### config.mk
export PLATFORM = sky130hd
export DESIGN_NAME = mem_arbiter
export DESIGN_NICKNAME = d
export VERILOG_FILES = /design/src/rtl/mem_arbiter.sv
export SDC_FILE = /design/constraint.sdc
export NUM_CORES = 1
export LEC_CHECK = 0
export ABC_AREA = 1
export CORE_AREA = 2 2 137 139
export CTS_BUF_LIST = sky130_fd_sc_hd__clkbuf_4
export DETAILED_ROUTE_END_ITERATION = 10
export DIE_AREA = 0 0 139 141
export SLEW_MARGIN = 30
export SYNTH_ARGS = -nofsm -noshare
export SYNTH_HDL_FRONTEND = slang
export SYNTH_SLANG_ARGS = --single-unit
export TNS_END_PERCENT = 5
### constraint.sdc
create_clock -name CLK -period 5.05 [get_ports CLK]
set_input_delay 1.01 -clock CLK [delete_from_list [all_inputs] [get_ports CLK]]
set_output_delay 1.01 -clock CLK [all_outputs]
set_load 0.02 [all_outputs]
### src/rtl/mem_arbiter.sv
// Arbitrates one main-memory block port between a read-only instruction cache
// and a read/write data cache, with round-robin tie-break and a grant watchdog.
module mem_arbiter #(
  parameter int ADDR_W  = 6,
  parameter int BLOCK_W = 32,
  parameter int TIMEOUT = 255
) (
  input  logic               CLK,
  input  logic               RESET,
  input  logic               I_READ,
  input  logic [ADDR_W-1:0]  I_ADDRESS,
  output logic [BLOCK_W-1:0] I_READDATA,
  output logic               I_BUSYWAIT,
  input  logic               D_READ,
  input  logic               D_WRITE,
  input  logic [ADDR_W-1:0]  D_ADDRESS,
  input  logic [BLOCK_W-1:0] D_WRITEDATA,
  output logic [BLOCK_W-1:0] D_READDATA,
  output logic               D_BUSYWAIT,
  output logic               M_READ,
  output logic               M_WRITE,
  output logic [ADDR_W-1:0]  M_ADDRESS,
  output logic [BLOCK_W-1:0] M_WRITEDATA,
  input  logic [BLOCK_W-1:0] M_READDATA,
  input  logic               M_BUSYWAIT,
  output logic               ERR
);

  typedef enum logic [2:0] {IDLE, GNT_I, GNT_D, ACK_I, ACK_D} state_t;

  localparam logic [7:0] TIMEOUT_CNT = 8'(TIMEOUT);

  state_t     state;
  logic       last_d;     // 1 when the data cache owned the last grant
  logic       seen_busy;
  logic [7:0] wdog;

  logic       req_i, req_d;
  logic       grant_d;
  logic [7:0] wdog_next;
  logic       done, expired;

  assign req_i     = I_READ;
  assign req_d     = D_READ | D_WRITE;
  // On a tie the side that did not own the last grant wins.
  assign grant_d   = req_d & (~req_i | ~last_d);
  assign wdog_next = wdog + 8'd1;
  assign done      = seen_busy & ~M_BUSYWAIT;
  assign expired   = (wdog_next == TIMEOUT_CNT);

  assign I_BUSYWAIT = RESET & req_i & (state != ACK_I);
  assign D_BUSYWAIT = RESET & req_d & (state != ACK_D);

  // NOTE: all state below uses non-blocking assignments so every register
  // samples pre-edge values; the async reset drops the memory strobes at once.
  always_ff @(posedge CLK or negedge RESET) begin
    if (!RESET) begin
      state       <= IDLE;
      last_d      <= 1'b0;
      seen_busy   <= 1'b0;
      wdog        <= '0;
      M_READ      <= 1'b0;
      M_WRITE     <= 1'b0;
      M_ADDRESS   <= '0;
      M_WRITEDATA <= '0;
      I_READDATA  <= '0;
      D_READDATA  <= '0;
      ERR         <= 1'b0;
    end else begin
      case (state)
        IDLE: begin
          if (req_i | req_d) begin
            seen_busy <= 1'b0;
            wdog      <= '0;
            if (grant_d) begin
              state       <= GNT_D;
              last_d      <= 1'b1;
              M_ADDRESS   <= D_ADDRESS;
              M_WRITEDATA <= D_WRITEDATA;
              M_WRITE     <= D_WRITE;
              M_READ      <= ~D_WRITE;
            end else begin
              state       <= GNT_I;
              last_d      <= 1'b0;
              M_ADDRESS   <= I_ADDRESS;
              M_WRITEDATA <= '0;
              M_WRITE     <= 1'b0;
              M_READ      <= 1'b1;
            end
          end
        end

        GNT_I, GNT_D: begin
          wdog <= wdog_next;
          if (M_BUSYWAIT) seen_busy <= 1'b1;
          if (done || expired) begin
            M_READ  <= 1'b0;
            M_WRITE <= 1'b0;
            state   <= (state == GNT_I) ? ACK_I : ACK_D;
            // Completion takes priority over a watchdog expiring on the same edge.
            if (!done) ERR <= 1'b1;
            if (state == GNT_I)
              I_READDATA <= done ? M_READDATA : '0;
            else if (M_READ)
              D_READDATA <= done ? M_READDATA : '0;
          end
        end

        ACK_I, ACK_D: state <= IDLE;

        default: state <= IDLE;
      endcase
    end
  end

endmodule

==> metrics.md <==
| Metric | Value |
|---|---|
| Status | `finished, final reports clean` |
| Combinational share of power | `0.460` |
| Switching part of the total power | `0.422` |
| Tightest slew margin relative to the limit | `0.451` |
| Launch point of the worst reg-to-reg path | `wdog[0]$_DFFE_PN0P_` |
| CTS-repair resized insts | `0` |
| Combinational family with the most area after synthesis | `simple AND/OR/NAND/NOR gates` |
| Critical Path Start | `D_WRITE` |
| Layout cells sized above 1 | `0.103` |
| Die area | `19600 sq um` |
| Hold buffer count at CTS | `0` |
| Iteration count of the initial detailed-routing pass | `5` |
| Number of clock sinks | `around 120` |
| Relative contribution of the clock network to total power | `0.198` |
| Num rows | `50` |
| Setup Fix Bufs, Post-CTS | `0` |
| Via-per-instance ratio | `4.54` |
| Arithmetic-cell share of the synthesized area counting full adders, half adders and majority gates | `0.00469` |
| Minimum clock period | `3.41 ns` |
| Gate count after technology mapping | `between 600 and 700` |
| Proportion of power drawn by flip-flops and latches | `0.342` |
| Transition time of the tightest slew-check pin | `0.824 ns` |
| Largest net degree at the start of global routing | `65` |
| FMAX | `~290 MHz` |
| Final Hold Fails | `0` |
| Boundary pin count | `189` |
| Clk slew on worst S/H paths | `around 0.12 ns` |
| Number of fillers in the final layout | `1868` |
| Number of max-cap violations | `0` |
| Non-Filler Instances | `between 1000 and 1500` |
| Effective utilization at floorplan | `0.292` |
| Wire length per cell | `14.7 um` |
| NumNets Final | `875` |
| Remaining design rule violation count | `0` |
| Combined global-route utilization of all metal layers | `0.160` |
| Total negative slack for setup checks | `0 ns` |
| Most area-hungry cell type in the Yosys netlist | `dfrtp_1` |
| Cell-internal power | `between 0.002 and 0.0025 W` |
| Number of max-slew violations in the final report | `0` |
| Distinct cell type count after synthesis | `27` |
| Final period utilization | `0.675` |
| Part of the Yosys area used for sequential elements | `0.554` |
| Crit Path Category | `in -> out` |
| Type of the most critical hold path | `in -> async` |
| Fraction of the mapped netlist area in compound gates | `0.0810` |
| Total setup violations reported at the end of the flow | `0` |
| Area share of xor/xnor cells in the synthesized design | `0` |
| Required time of the worst setup path | `approximately 4.0 ns` |
| Cell at the root of the clock tree | `clkbuf_4` |
| Number of input and output port buffers inserted | `188` |
| Number of buffers created by CTS | `17` |
| Die height | `approximately 140 um` |
| Drt first-iter violations | `244` |
| Syn Nets | `696` |
| Area share of and/or/nand/nor cells after synthesis | `0.283` |
| Fraction of post-synthesis cell area in the top cell type by area | `0.554` |
| Area of the mapped netlist | `5330 sq um` |
| Core region area | `18300 sq um` |
| Initial antenna violation count | `2` |
| Nature of the critical path startpoint | `input port` |
| Reported leakage power | `3.75 nW` |
| Hold slack final | `0.325 ns` |
| Number of global-route vias before repair | `4692` |
| Final weighted congestion of routability-driven global placement | `0.763` |
| Leftover overflow at the end of global routing | `0` |
| Peak supply drop | `0.000337 V` |
| Leading cell types by total area after synthesis | `dfrtp_1 55%, nand2_1 17%, o21ai_2 5.3%, nand4_1 4.0%, nand3_1 3.8%` |
| Type of destination of the critical path | `output port` |
| Final antenna-violating net count | `0` |
| Critical Path Fanout Max | `3` |
| CTS H-tree depth | `4` |
| Clock Path Buffers | `2` |
| Final Skew | `0.0168 ns` |
| Number of synthesized register bits | `118` |
| Portion of netlist area occupied by mux cells | `0` |
| WL final | `15.3 mm` |
| P&R area growth vs syn | `44.1%` |
| TritonCTS clock tree | `built` |
| Endpoint arrival time on the critical path | `2.40 ns` |
| Net switching power | `0.00174 W` |
| Placed Cells | `1006` |
| Yosys warns | `0` |
| Setup repair after global routing missed its margin | `false` |
| Synth Area per Inst | `8.71 sq um` |
| Cell Pwr Density | `between 500 and 600 nW/um^2` |
| Insertion delay to the later sink of the worst-skew pair | `0.53 ns` |
| Vias post-DR | `about 4700` |
| Detailed placer's ending HPWL | `9.83 mm` |
| First-pass GRT wire length | `24.7 mm` |
| Width of the die | `139 um` |
[Yosys cell counts, drive strengths merged]
cell,number
buf,17
nand3,43
o21ai,51
clkbuf,16
o21bai,1
ha,2
inv,54
nor3,2
dfrtp,118
a21oi,2
nor2,20
a31oi,1
nand2,246
o31ai,1
nand4,34
o22ai,4
[layout make-up]
class / count / area [sq um] / share of cell area
Tap cell: 234 / 293 / 0.0381
Clock inverter: 15 / 210 / 0.0274
Multi-Input combinational cell: 407 / 1980 / 0.257
Clock buffer: 17 / 128 / 0.0166
Inverter: 54 / 203 / 0.0264
Timing Repair Buffer: 193 / 1920 / 0.250
Sequential cell: 118 / 2950 / 0.384
Antenna cell: 1 / 2.50 / 0.000326
[cell usage in the layout, fill, tap and decap left out, drive strengths merged]
master	n
clkdlybuf4s50	187
o31ai	1
o21ai	51
a31oi	1
diode	1
a21oi	2
clkinv	5
buf	6
nor3	2
nand2	246
nor2	20
clkbuf	17
inv	54
dfrtp	118
ha	2
o21bai	1
clkinvlp	5
o22ai	4
nand4	34
nand3	43
bufinv	5
[worst paths after layout]
kind	end	slack, ns	cells past startpoint
min	M_WRITEDATA[0]$_DFFE_PN0P_	0.32	1
max reg2reg	D_READDATA[26]$_DFFE_PN0P_	2.49	11
min in group CLK	D_READDATA[3]$_DFFE_PN0P_	0.48	2
max	D_BUSYWAIT	1.64	4
max in group asynchronous	D_READDATA[1]$_DFFE_PN0P_	3.03	3
min reg2reg	D_READDATA[3]$_DFFE_PN0P_	0.48	2
[registers in the layout (all words and copies together), names as in the netlist]
| register | flops |
|---|---|
| M_READ | 1 |
| M_ADDRESS | 6 |
| state | 3 |
| seen_busy | 1 |
| wdog | 8 |
| M_WRITEDATA | 32 |
| last_d | 1 |
| M_WRITE | 1 |
| ERR | 1 |
| I_READDATA | 32 |
| D_READDATA | 32 |
[critical path, cell delays in order]
cell and delay (ns):
clkdlybuf4s50_1 0.51, nor2_1 0.07, nor2_1 0.17, clkdlybuf4s50_1 0.63
[logic make-up after synthesis]
logic type	count (synthesis)
AOI/OAI and AO/OA	60
adders and majority gates	2
and+or+nand+nor	345
buffers and inverters	87
DFF	118
[layer usage]
layer | track usage | wire length, um | vias up
li1 | - | - | 2324
met1 | 0.212 | 7160 | 2189
met2 | 0.240 | 6520 | 181
met3 | 0.0598 | 1400 | 17
met4 | 0.0537 | 194 | 2
met5 | 0 | 10 | -
[metrics by stage]
stage | utilization | worst slack [ns] | power (W) | instance area [sq um]
floorplan | - | 2.62 | 0.00251 | 5330
global placement | 0.402 | 1.62 | 0.00333 | 7340
detailed placement | 0.402 | 1.61 | 0.00334 | 7340
CTS | 0.420 | 1.59 | 0.00418 | 7670
global route | 0.421 | 1.59 | 0.00441 | 7680
finish | 0.421 | 1.64 | 0.00412 | 7680
[power groups by stage]
stage               Combinational, W  Clock (W)  Sequential, W
global placement             0.00192          0        0.00142
CTS                          0.00192   0.000847        0.00141
global route                 0.00208   0.000883        0.00145
floorplan                   0.000801          0        0.00171
detailed placement           0.00192          0        0.00142
finish                       0.00190   0.000815        0.00141
(Power assumes the default switching activity.)
